[config.mk]
export PLATFORM = sky130hd
export DESIGN_NAME = b10
export DESIGN_NICKNAME = d
export VERILOG_FILES = /design/src/rtl/b10.sv
export SDC_FILE = /design/constraint.sdc
export NUM_CORES = 1
export LEC_CHECK = 0
export ABC_AREA = 1
export CORE_MARGIN = 2
export CORE_UTILIZATION = 55
export CTS_CLUSTER_SIZE = 40
export DETAILED_ROUTE_END_ITERATION = 6
export DONT_BUFFER_PORTS = 1
export PLACE_DENSITY = 0.81
export SLEW_MARGIN = 20
export SYNTH_ARGS = -nofsm -noshare
export SYNTH_HDL_FRONTEND = slang
export SYNTH_SLANG_ARGS = --single-unit
[constraint.sdc]
create_clock -name clock -period 1.48 [get_ports clock]
set_input_delay 0.148 -clock clock [delete_from_list [all_inputs] [get_ports clock]]
set_output_delay 0.148 -clock clock [all_outputs]
set_load 0.02 [all_outputs]
[src/rtl/b10.sv]
// rtl/b10.sv - electronic voting terminal: vote capture, remote send/receive handshake, self-test signature
// Outputs cts, ctr and v_out come straight from flops; the FSM computes every next value in one comb block.
module b10 (
  input  logic       clock,
  input  logic       reset,
  input  logic       r_button,
  input  logic       g_button,
  input  logic       key,
  input  logic       start,
  input  logic       test,
  input  logic       rts,
  input  logic       rtr,
  input  logic [3:0] v_in,
  input  logic       __obs,
  output logic       cts,
  output logic       ctr,
  output logic [3:0] v_out
);

  typedef enum logic [3:0] {
    S_STARTUP  = 4'd0,
    S_STANDBY  = 4'd1,
    S_GET_IN   = 4'd2,
    S_START_TX = 4'd3,
    S_SEND     = 4'd4,
    S_TX_2_RX  = 4'd5,
    S_RECEIVE  = 4'd6,
    S_RX_2_TX  = 4'd7,
    S_END_TX   = 4'd8,
    S_TEST_1   = 4'd9,
    S_TEST_2   = 4'd10
  } state_e;

  state_e     state_q, state_d;
  logic [3:0] voto_q, voto_d;
  logic [3:0] sign_q, sign_d;
  logic       last_g_q, last_g_d;
  logic       last_r_q, last_r_d;
  logic       cts_q, cts_d;
  logic       ctr_q, ctr_d;
  logic [3:0] v_out_q, v_out_d;

  // Observation pin is intentionally functionless.
  logic obs_unused;
  assign obs_unused = __obs;

  always_ff @(posedge clock or negedge reset) begin
    if (!reset) begin
      state_q  <= S_STARTUP;
      voto_q   <= 4'd0;
      sign_q   <= 4'd0;
      last_g_q <= 1'b0;
      last_r_q <= 1'b0;
      cts_q    <= 1'b0;
      ctr_q    <= 1'b0;
      v_out_q  <= 4'd0;
    end else begin
      state_q  <= state_d;
      voto_q   <= voto_d;
      sign_q   <= sign_d;
      last_g_q <= last_g_d;
      last_r_q <= last_r_d;
      cts_q    <= cts_d;
      ctr_q    <= ctr_d;
      v_out_q  <= v_out_d;
    end
  end

  always_comb begin
    state_d  = state_q;
    voto_d   = voto_q;
    sign_d   = sign_q;
    last_g_d = last_g_q;
    last_r_d = last_r_q;
    cts_d    = cts_q;
    ctr_d    = ctr_q;
    v_out_d  = v_out_q;
    case (state_q)
      S_STARTUP: begin
        voto_d = 4'd0;
        cts_d  = 1'b0;
        ctr_d  = 1'b0;
        if (!test) begin
          sign_d  = 4'd0;
          state_d = S_TEST_1;
        end else begin
          state_d = S_STANDBY;
        end
      end
      S_STANDBY: begin
        cts_d = rtr;
        if (start) begin
          voto_d   = 4'd0;
          last_g_d = 1'b0;
          last_r_d = 1'b0;
          state_d  = S_GET_IN;
        end
      end
      S_GET_IN: begin
        if (!start) begin
          state_d = S_START_TX;
        end else if (key) begin
          // Each button press (rising edge) flips its vote bit.
          voto_d[0] = 1'b1;
          if (g_button && !last_g_q) voto_d[1] = ~voto_q[1];
          if (r_button && !last_r_q) voto_d[2] = ~voto_q[2];
          last_g_d = g_button;
          last_r_d = r_button;
        end else begin
          voto_d   = 4'd0;
          last_g_d = 1'b0;
          last_r_d = 1'b0;
        end
      end
      S_START_TX: begin
        voto_d[3] = voto_q[0] & (voto_q[1] ^ voto_q[2]);
        state_d   = S_SEND;
      end
      S_SEND: begin
        if (rtr) begin
          v_out_d = voto_q;
          cts_d   = 1'b1;
          state_d = S_TX_2_RX;
        end else begin
          cts_d = 1'b0;
        end
      end
      S_TX_2_RX: begin
        if (!rtr) begin
          cts_d   = 1'b0;
          state_d = S_RECEIVE;
        end
      end
      S_RECEIVE: begin
        if (rts) begin
          voto_d  = v_in;
          ctr_d   = 1'b1;
          state_d = S_RX_2_TX;
        end
      end
      S_RX_2_TX: begin
        if (!rts) begin
          ctr_d   = 1'b0;
          state_d = S_END_TX;
        end
      end
      S_END_TX: begin
        v_out_d = voto_q;
        state_d = S_STANDBY;
      end
      S_TEST_1: begin
        if (rtr) begin
          v_out_d = sign_q;
          cts_d   = 1'b1;
          state_d = S_TEST_2;
        end
      end
      S_TEST_2: begin
        if (!rtr) begin
          cts_d   = 1'b0;
          sign_d  = sign_q + 4'd1;
          state_d = test ? S_STANDBY : S_TEST_1;
        end
      end
      default: state_d = S_STARTUP;
    endcase
  end

  assign cts   = cts_q;
  assign ctr   = ctr_q;
  assign v_out = v_out_q;

endmodule

* Word level (Yosys, flattened, before mapping) *
Cells that the tools add are included.

storage, ports and cells
  bits in registers = 20
  input port bits = 14

cells by class
  bitwise gates (word level) = 4
  eq/ne operators = 24
  reductions and logical operators = 23
  add/sub/neg operators = 1
  muxes and demuxes = 39

operators with widths
  cell                                                              number
  4-bit two-way mux                                                 16
  4-bit case mux with 11 select lines                               1
  2-bit != test (second input constant)                             12
  4-bit by 3-bit == test with 1-bit output (second input constant)  4
  3-bit AND reduction                                               5
  5-bit AND reduction                                               3
  1-bit two-way mux                                                 13
  4-bit == test (second input constant)                             3
  3-bit case mux with 4 select lines                                1
  4-bit case mux with 3 select lines                                1
  1-bit case mux with 5 select lines                                2
  5-bit nonzero test                                                2
  4-bit by 2-bit == test with 1-bit output (second input constant)  2
  4-bit case mux with 2 select lines                                1
  8-bit AND reduction                                               1
  3-bit != test (second input constant)                             2
  3-bit nonzero test                                                2
  4-bit by 1-bit adder with 4-bit output (second input constant)    1
  4-bit by 1-bit == test with 1-bit output (second input constant)  1
  4-bit logical NOT                                                 1
  1-bit case mux with 2 select lines                                2
  4-bit AND reduction                                               1
  2-bit nonzero test                                                2
  4-bit nonzero test                                                1
  other kinds (8)                                                   11

* Depth between registers and ports, before layout *
Gate-level depths: netlist of the first run.

  depth after elaboration = 6
  depth in mapped cells = 10
  gate-level depth less buffers = 9

* Least setup slack after synthesis of the first run *
No wires, ideal clock.

  path kind = reg-to-reg
  from = reg state_q[1]
  to = reg sign_q[2]
  setup time = 0.117 ns
  slack = 0.140 ns
  arrival = 1.223 ns
  cell stages (with the launch flop) = 9
  cell sequence = dfrtp_1 > nor2_2 > nand2_1 > inv_1 > nand2_1 > nand3_4 > inv_2 > nand3_1 > nand2_1

between the ends
  cells in the longest elaborated chain, start to end = 3

RTL lines
  element                                                               line  RTL
  start: declaration                                                    34    state_e state_q, state_d;
  start signal: assignment                                              58    state_q <= state_d;
  4-bit == test or 4-bit logical NOT (tied branches)                    78    case (state_q)
  2-bit != test (no source line) or 2-bit nonzero test (tied branches)  -
  3-bit AND reduction (no source line)                                  -
  end signal: assignment                                                60    sign_q <= sign_d;
  end: declaration                                                      36    logic [3:0] sign_q, sign_d;

Parallel ways exist; a longest one is shown, timed or not.
A chain may end at the register's enable or synchronous reset.

* Final worst setup path of the first run *
  from = reg state_q[1]
  to = reg state_q[3]

between the ends
  cells in the longest elaborated chain, start to end = 3

RTL lines
  element                                                           line
  4-bit by 3-bit == test with 1-bit output (tied with other cells)  78
  2-bit != test (no source line)                                    -
  8-bit AND reduction (no source line)                              -

Parallel ways exist; a longest one is shown, timed or not.

==> flow_summary_export.csv, run 1 <==
group,metric,value,unit
status,run_status,"complete, no violations",
grt,grt_pass1_wl,6.003,mm
sta,report.final.hold_viol_count,0,
synth,number_of_enable_flip_flop_cells_after_synthesis,0,
worst_hold_path,hold_path.startpoint,"v_in[3]",
clock_network,worst_skew_pair.late_latency,320,ps
route,detail_route.wl_per_cell,14.44,um
route,drc,0,
synth,synth.yosys.seq_area_share,34.39,%
sta,finalMaxSlewViolations,0,
worst_hold_path,min_to,"voto_q[3]",
route,drt_wl_total,3.754,mm
synth,synth_most_common_cell,"sky130_fd_sc_hd__nand2_1",
final_layout,diodes,0,
setup_path,worst_endpoint_required_time,1740,ps
route,drt-initial-drc-count,66,
setup_path,crit_top_cell,"sky130_fd_sc_hd__nand2_1",
synth,yosys_top_cell_area_share,34.39,%
final_layout,syn_to_final_growth,23.30,%
sta,period_needed,1475,ps
grt,initial_antenna_violation_count,0,
final_layout,sequential_cell_area,505.5,um^2
synth,syn_area_per_cell,7.098,um^2
synth,yosys.area.top_type,"sky130_fd_sc_hd__dfrtp_1",
die,io_pins,20,
die,core-area,2500,um^2
power,leakage_power_figure,0.9439,nW
synth,syn_nets,220,
die,die_y,55.44,um
worst_hold_path,hold_class,"in -> reg",
grt,global_route.usage.total,24.02,%
setup_path,crit_fanout,7,
setup_path,timing.critical_path.from_type,"register",
synth,ys_types,24,
clock_network,clock-root-buffer,"sky130_fd_sc_hd__clkbuf_4",
final_layout,design.final.nets,246,
job,maxCapViolCount,0,
final_layout,drive_gt1_share,30.00,%
die,initial_utilization,58.21,%
setup_path,crit-reg2reg-capture,"state_q[3]",
sta,slew-limit-headroom,37.52,%
setup_path,critPathSlowestCell,"sky130_fd_sc_hd__dfrtp_2",
sta,timing.setup.tns,0,ps
synth,synth_warnings,0,
setup_path,crit_path_max_incr_delay,500,ps
sta,rsz0062_at_grt,"yes",
synth,yosys_register_bits,20,
setup_path,nature_of_the_critical_path_endpoint,"register",
setup_path,worstPathCellList,"buf_4, nor2_4, nand2_2, inv_2, nor2_1, nand2_1, nand3_1, nand2_1",
clock_network,cts_max_path_buffers,2,
placement,dp_hpwl,2.597,mm
sta,skew,11.75,ps
power,cellPowerDensity,2073,nW/um^2
die,design.die.area,3073,um^2
sta,setup_viol,0,
setup_path,ff2ff_setup_slack,5,ps
final_layout,fillers,179,
setup_path,criticalPathCategory,"reg -> reg",
synth,post_synth_main_area_contributors,"sky130_fd_sc_hd__dfrtp_1 34%, sky130_fd_sc_hd__nand2_1 19%, sky130_fd_sc_hd__nand3_1 7.6%, sky130_fd_sc_hd__nor2_4 4.6%, sky130_fd_sc_hd__o21ai_0 4.1%",
power,max-vdd-ir-drop,1.526,mV
sta,holdWs,52.25,ps
sta,final_critical_path_setup_slack,5.010,ps
setup_path,critPathArrivalTime,1740,ps
placement,dp_worst_setup_slack,-83.18,ps
grt,grt_overflow,0,
synth,postSynth.asyncResetShare,100.0,%
die,die_w,55.44,um
clock_network,clock_pin_slew_on_the_worst_setup_and_hold_paths,130,ps
placement,gp_routability_congestion,0.8971,
synth,synthesis.instances,205,
clock_network,cts_tree,"done",
clock_network,clock_tree.htree_level_count,1,
sta,min_period_over_period,99.66,%
synth,syn-cell-area,1455,um^2
route,routed_via_density,5.577,
clock_network,clkSinkCount,20,
die,rows,18,
final_layout,final_cell_area,1794,um^2
sta,max_freq,678.0,MHz
grt,grt_start_max_net_pins,21,
setup_path,timing.rr.start,"state_q[1]",
route,detailedRoute.firstPassIterationCount,4,
synth,synthTopCellsByCount,"74 x sky130_fd_sc_hd__nand2_1, 22 x sky130_fd_sc_hd__nand3_1, 20 x sky130_fd_sc_hd__dfrtp_1",
setup_path,reg2reg_depth,8,
grt,first_global_vias,1423,
route,route.antenna.remaining_nets,0,
sta,worst_slew_pin_slew,934.1,ps
final_layout,multi_input_area,929.6,um^2
placement,placement.cell_area,1545,um^2
clock_network,cts_inserted_buffers,3,
placement,io_buffer_count,0,
synth,ys.flop_type,"sky130_fd_sc_hd__dfrtp_1",
route,routed-via-count,1450,
worst_hold_path,hold_depth,4,
[worst max-delay path by stage]
stage | start | end | cells past startpoint | slack (ps)
after floorplan | state_q[1] | sign_q[2] | 8 | 140
after global placement | state_q[1] | sign_q[0] | 8 | 20
after detailed placement | state_q[1] | state_q[1] | 8 | -80
after CTS | state_q[1] | state_q[1] | 8 | 10
after global routing | state_q[1] | cts | 9 | -70
final | state_q[1] | state_q[3] | 8 | 5
[cells by family after synthesis]
logic type / share of synthesized area (%)
adders and majority gates: 0.8597
buffers and inverters: 6.449
xor gates and xnor gates: 1.806
AOI/OAI and AO/OA: 8.255
DFF: 34.39
and+or+nand+nor: 48.24
[placed cells by master, fill, tap and decap left out, drive strengths merged]
cell,netlist,final
nand2,85,85
nand3,27,27
nor2,22,22
dfrtp,20,20
buf,2,19
inv,19,19
o21ai,14,14
a21oi,6,6
dlygate4sd3,0,4
xor2,3,3
clkbuf,0,3
nand4,2,2
nand3b,1,1
o21a,1,1
o21bai,1,1
nor3,1,1
ha,1,1
bufinv,0,1
[sequential cells by signal (all words and copies together) (netlist names)]
| name | count |
|---|---|
| v_out | 4 |
| state_q | 4 |
| ctr | 1 |
| voto_q | 4 |
| last_r_q | 1 |
| sign_q | 4 |
| cts | 1 |
| last_g_q | 1 |
[area by class of cell]
type | instances | area share (%)
repair buffers | 23 | 10.88
well taps | 30 | 2.092
inverters | 19 | 4.114
multi-input cells | 164 | 51.81
flip-flops and latches | 20 | 28.17
clock inverters | 1 | 1.674
clock buffers | 3 | 1.255
[layer usage]
layer  vias up  share of wire (%)  GRT usage, %
li1        709                  -             -
met1       668                 42         28.93
met2        63                 51         43.03
met3        10                4.9         3.513
met4         0                2.1         8.711
met5         -                  0             0
[per-stage QoR]
step / power [mW] / utilization [%] / cells
2_1_floorplan: 2.366 / - / 205
3_3_place_gp: 2.707 / 61.81 / 243
3_5_place_dp: 2.791 / 61.81 / 243
4_1_cts: 3.385 / 67.22 / 254
5_1_grt: 3.968 / 71.77 / 260
6_report: 3.719 / 71.77 / 260
[report_power, final]
part	internal, mW	total (mW)	leakage [nW]	switching, mW
clock	0.274	0.462	0.0279	0.188
sequential	0.743	1.04	0.265	0.295
combinational	0.881	2.22	0.651	1.34
total	1.90	3.72	0.944	1.82
[timing repair]
action | in CTS | in global routing
hold endpoints to repair | 23 | 0
gates resized for setup | 3 | 19
pin swaps | 1 | 8
setup endpoints to repair | 15 | 20
setup buffers | 3 | 6
gates cloned | 0 | 0
hold buffers | 4 | 0
[worst max-delay path: cells and delay by family (launching register included)]
family / cells / cell delay (ps)
buf+inv: 2 / 300
simple gates: 6 / 630
flops: 1 / 500
Note: power is estimated with default switching activity, not from simulation.
==> run 2: changes to the inputs <==
- CORE_ASPECT_RATIO: not set -> 1.4
==> run 2 against run 1 <==
  * The flow now finishes with violations (hold timing)
  * Sequential power about the same
  * Total power down 5.1%
  * Cell count up 0.77%
  * Setup slack better by 38 ps
  * Clock power about the same
  * First-iteration DRC count down 41%
  * Sequential share of layout area up 0.60 points
  * Flip-flop and latch count unchanged
  * Global-route usage down 0.35 points
  * Wire length down 13%
  * Design area down 2.1%
  * Critical path type unchanged
  * Critical endpoint is now voto_q[1]
==> flow_summary_export.csv, run 2 (synthesized netlist as in run 1, its figures left out) <==
group,metric,value,unit
status,run_status,"complete, but fails checks",
status,failed_checks,"hold timing",
route,drt_wl_total,3.281,mm
power,leakage_power_figure,0.9349,nW
setup_path,timing.critical_path.from_type,"register",
clock_network,worst_skew_pair.late_latency,310,ps
job,maxCapViolCount,0,
route,routed_via_density,5.279,
power,max-vdd-ir-drop,1.281,mV
die,die_w,47.47,um
route,route.antenna.remaining_nets,0,
final_layout,layout.cells.most_common_list,"73 x sky130_fd_sc_hd__nand2_1, 21 x sky130_fd_sc_hd__nand3_1, 16 x sky130_fd_sc_hd__dfrtp_1",
grt,initial_antenna_violation_count,0,
grt,grt_start_max_net_pins,21,
worst_hold_path,hold_class,"in -> reg",
final_layout,sequential_cell_area,505.5,um^2
clock_network,cts_max_path_buffers,2,
sta,setup_viol,0,
setup_path,criticalPathCategory,"reg -> reg",
setup_path,critical_path_s_top_delay_family,"simple AND/OR/NAND/NOR gates",
grt,grt_pass1_wl,5.388,mm
setup_path,ff2ff_setup_slack,40,ps
sta,rsz0062_at_grt,"yes",
sta,holdWs,-0.9088,ps
die,io_pins,20,
placement,io_buffer_count,0,
setup_path,timing.critical_path.buf_inv,2,
power,cellPowerDensity,2009,nW/um^2
setup_path,critical_path.endpoint,"voto_q[1]",
die,design.die.area,3079,um^2
sta,slew-limit-headroom,39.39,%
route,detailedRoute.firstPassIterationCount,6,
grt,first_global_vias,1343,
placement,dp_worst_setup_slack,6.764,ps
setup_path,cell_depth_of_the_worst_setup_path,8,
sta,period_needed,1437,ps
setup_path,worstPathCellList,"inv_2, nor2_4, nand3b_1, buf_4, nand2_1, nor2_4, nand3_1, nand2_1",
placement,gp_routability_congestion,0.8727,
power,power,3.529,mW
sta,report.final.hold_viol_count,1,
sta,timing.setup.tns,0,ps
die,initial_utilization,56.84,%
setup_path,worst_endpoint_required_time,1700,ps
final_layout,final_common_cell,"sky130_fd_sc_hd__nand2_1",
route,drt-initial-drc-count,39,
sta,worst_slew_pin_slew,906.2,ps
grt,grt_overflow,0,
setup_path,nature_of_the_critical_path_endpoint,"register",
final_layout,syn_to_final_growth,20.72,%
die,die_y,64.86,um
sta,skew,4.920,ps
route,detail_route.wl_per_cell,12.52,um
final_layout,fillers,224,
clock_network,cts_tree,"done",
final_layout,diodes,0,
setup_path,timing.rr.start,"state_q[1]",
route,routed-via-count,1383,
final_layout,multi_input_area,920.9,um^2
setup_path,critPathArrivalTime,1660,ps
sta,final_critical_path_setup_slack,42.70,ps
setup_path,crit_path_max_incr_delay,470,ps
setup_path,crit_fanout,7,
clock_network,clock-root-buffer,"sky130_fd_sc_hd__clkbuf_4",
placement,dp_hpwl,2.455,mm
final_layout,final_core_utilization,68.62,%
grt,global_route.usage.total,23.67,%
clock_network,clkSinkCount,20,
die,rows,22,
clock_network,clock_tree.htree_level_count,1,
setup_path,timing.critical_path.from,"state_q[1]",
final_layout,drive_gt1_share,27.43,%
route,drc,0,
setup_path,crit-reg2reg-capture,"voto_q[1]",
sta,min_period_over_period,97.11,%
sta,finalMaxSlewViolations,0,
setup_path,critPathSlowestCell,"sky130_fd_sc_hd__dfrtp_2",
die,core-area,2560,um^2
clock_network,clock_pin_slew_on_the_worst_setup_and_hold_paths,120,ps
final_layout,design.final.nets,242,
setup_path,reg2reg_depth,8,
sta,max_freq,695.7,MHz
clock_network,cts_inserted_buffers,3,
[run 2: cell types whose count changed in the layout (fill, tap and decap cells not counted), moves of 3 or more]
cell and change:
sky130_fd_sc_hd__nand2_1 +4, sky130_fd_sc_hd__buf_6 +3, sky130_fd_sc_hd__nand2_4 +4, sky130_fd_sc_hd__buf_4 -5, sky130_fd_sc_hd__nand2_2 -7
[run 2: final cells by class]
class                           count  area share [%]
Clock buffer                        3           1.282
Clock inverter                      1           1.709
Inverter                           19           4.060
Multi-Input combinational cell    164           52.42
Sequential cell                    20           28.78
Tap cell                           36           2.564
Timing Repair Buffer               19           9.188
[run 2: worst min-delay path by stage]
stage / endpoint / slack (ps) / depth (start not counted) / start
floorplan: ctr / -150 / 0 / reset
global placement: state_q[1] / -150 / 0 / reset
detailed placement: state_q[1] / -150 / 0 / reset
CTS: last_g_q / 8 / 2 / g_button
global route: last_g_q / 20 / 2 / g_button
finish: last_g_q / -0.9 / 2 / g_button
[run 2: stage by stage]
stage | instance area [um^2] | cells
2_1_floorplan | 1455 | 205
3_3_place_gp | 1560 | 250
3_5_place_dp | 1560 | 250
4_1_cts | 1644 | 257
5_1_grt | 1757 | 262
6_report | 1757 | 262
[run 2: routing by layer]
layer / vias up / part of all wire, % / global-route usage, %
met5: - / 0 / 0
li1: 698 / - / -
met2: 37 / 51 / 39.36
met4: 0 / 2.9 / 11.46
met3: 10 / 3.7 / 2.786
met1: 638 / 42 / 28.55
[run 2: what timing repair did]
action,CTS,global route
gates resized for setup,1,20
pin swaps,0,8
endpoints found under the hold margin,22,0
endpoints found under the setup margin,6,20
hold buffers,3,0
setup buffers,0,5
[run 2: worst reg2reg max path, cell delays in order, from the launching register on]
cell,delay (ps)
sky130_fd_sc_hd__dfrtp_2,470
sky130_fd_sc_hd__inv_2,80
sky130_fd_sc_hd__nor2_4,220
sky130_fd_sc_hd__nand3b_1,130
sky130_fd_sc_hd__buf_4,160
sky130_fd_sc_hd__nand2_1,110
sky130_fd_sc_hd__nor2_4,60
sky130_fd_sc_hd__nand3_1,70
sky130_fd_sc_hd__nand2_1,50
[run 2: report_power, final]
group	internal (mW)	leakage [nW]	switching (mW)	total, mW
logic	0.803	0.642	1.25	2.05
clock network	0.274	0.0279	0.185	0.459
registers	0.743	0.265	0.279	1.02
==> run 3: changes to the inputs <==
- clock period: 1.48 -> 1.86 ns (I/O delays scaled with it)
==> run 3 against run 2 <==
  * The flow now finishes without violations
  * Wire length shrank 11%
  * Design area shrank 11%
  * Combinational power shrank 37%
  * Sequential power shrank 21%
  * Flip-flop and latch count is the same
  * Largest power group unchanged
  * Clock skew shrank 2.6 ps
  * Total power shrank 30%
  * Core utilization shrank 7.9 points
  * Setup slack gained 200 ps
  * Via count shrank 7.8%
==> flow_summary_export.csv, run 3 (synthesized netlist as in run 1, its figures left out) <==
group,metric,value,unit
clock_network,cts_max_path_buffers,2,
power,swShare,49.67,%
final_layout,final_cell_area,1555,um^2
grt,grt_pass1_wl,5.333,mm
job,maxCapViolCount,0,
power,max-vdd-ir-drop,0.8464,mV
final_layout,diodes,0,
worst_hold_path,hold_class,"in -> reg",
final_layout,sequential_cell_area,500.5,um^2
sta,period_needed,1614,ps
clock_network,cts_tree,"done",
power,leakage_power_figure,0.8372,nW
grt,grt_overflow,0,
sta,holdWs,19.97,ps
power,seq_pwr_share,32.6,%
final_layout,final_core_utilization,60.75,%
clock_network,cts_post_setup_buffers_inserted,0,
power,p_sw,1.227,mW
power,cellPowerDensity,1588,nW/um^2
clock_network,clock_tree.htree_level_count,1,
grt,initial_antenna_violation_count,0,
setup_path,nature_of_the_critical_path_endpoint,"register",
clock_network,clock-root-buffer,"sky130_fd_sc_hd__clkbuf_4",
power,power_frac_clock,14.6,%
sta,timing.setup.tns,0,ps
sta,report.final.hold_viol_count,0,
final_layout,design.final.nets,226,
setup_path,crit_fanout,6,
clock_network,clkSinkCount,20,
setup_path,reg2reg_depth,7,
final_layout,fillers,245,
die,core-area,2560,um^2
final_layout,final_common_cell,"sky130_fd_sc_hd__nand2_1",
die,rows,22,
final_layout,drive_gt1_share,19.52,%
sta,final_critical_path_setup_slack,246.1,ps
route,detailedRoute.firstPassIterationCount,4,
route,routed_via_density,5.183,
sta,worst_slew_pin_slew,893.2,ps
sta,finalMaxSlewViolations,0,
setup_path,criticalPathCategory,"reg -> reg",
setup_path,worst_endpoint_required_time,2060,ps
die,initial_utilization,56.84,%
route,drc,0,
grt,global_route.usage.total,23.75,%
placement,io_buffer_count,0,
worst_hold_path,hold_depth,2,
setup_path,critPathArrivalTime,1820,ps
placement,placement.cell_area,1493,um^2
clock_network,post_cts_resize_count,0,
placement,gp_routability_congestion,0.9068,
setup_path,timing.critical_path.from_type,"register",
power,combinationalPowerShare,52.8,%
grt,first_global_vias,1283,
final_layout,layout.cells.most_common_list,"74 x sky130_fd_sc_hd__nand2_1, 22 x sky130_fd_sc_hd__nand3_1, 20 x sky130_fd_sc_hd__dfrtp_1",
placement,dp_hpwl,2.362,mm
route,route.antenna.remaining_nets,0,
die,die_y,64.86,um
placement,dp_worst_setup_slack,298.3,ps
grt,grt_start_max_net_pins,21,
die,design.die.area,3079,um^2
route,routed-via-count,1275,
die,die_w,47.47,um
sta,rsz0062_at_grt,"no",
sta,setup_viol,0,
status,run_status,"complete, no violations",
route,drt-initial-drc-count,52,
final_layout,syn_to_final_growth,6.879,%
sta,min_period_over_period,86.77,%
final_layout,multi_input_area,860.8,um^2
sta,skew,2.358,ps
clock_network,clock_pin_slew_on_the_worst_setup_and_hold_paths,120,ps
die,io_pins,20,
sta,max_freq,619.6,MHz
route,detail_route.wl_per_cell,11.89,um
clock_network,worst_skew_pair.late_latency,310,ps
clock_network,cts_inserted_buffers,3,
route,drt_wl_total,2.926,mm
sta,slew-limit-headroom,40.26,%
power,cellInternalPower,1.243,mW
-- run 3: cell count changes in the layout (fill, tap and decap cells not counted), sizes merged --
cell | previous run | this run
buf | 16 | 2
dlygate4sd3 | 3 | 1
-- run 3: power by group through the flow --
stage               sequential, mW  combinational, mW  clock [mW]
global placement             0.810               1.27           0
detailed placement           0.817               1.29           0
floorplan                    0.781               1.10           0
global route                 0.830               1.49       0.397
finish                       0.806               1.30       0.360
CTS                          0.808               1.31       0.366
-- run 3: critical path: stages, from the launching register on --
cell and delay (ps):
sky130_fd_sc_hd__dfrtp_1 530, sky130_fd_sc_hd__inv_2 100, sky130_fd_sc_hd__nor2_2 230, sky130_fd_sc_hd__buf_4 210, sky130_fd_sc_hd__nand2_4 50, sky130_fd_sc_hd__o21a_2 160, sky130_fd_sc_hd__o21ai_0 160, sky130_fd_sc_hd__nand2_1 60
-- run 3: final cells by class --
class / instances / area share (%)
clock buffer: 3 / 1.448
clock inverter: 1 / 1.931
inverter: 19 / 4.586
multi-input combinational: 164 / 55.35
sequential: 20 / 32.18
tap: 36 / 2.896
timing repair buffer: 3 / 1.609
-- run 3: stage by stage --
step,total power [mW],instances
final,2.470,246
after global routing,2.718,246
after CTS,2.487,246
after detailed placement,2.109,241
after global placement,2.081,241
after floorplan,1.883,205
-- run 3: worst paths after layout --
kind	start	to	slack (ps)
setup / recovery	state_q[2]	v_out[2]	250
hold / removal	rts	ctr	20
setup reg to reg	state_q[2]	v_out[2]	250
hold reg to reg	voto_q[3]	voto_q[3]	520
max in group asynchronous	reset	v_out[2]	880
min in group asynchronous	reset	v_out[0]	440
-- run 3: what timing repair did --
action | CTS | global route
endpoints found under the hold margin | 20 | 0
endpoints found under the setup margin | 0 | 0
hold buffers | 1 | 0
-- run 3: layer usage --
layer	GRT usage, %	part of all wire [%]	vias up
li1	-	-	669
met1	29.17	42	561
met2	40.03	50	40
met3	3.621	6.5	5
met4	8.333	1.6	0
met5	0	0	-
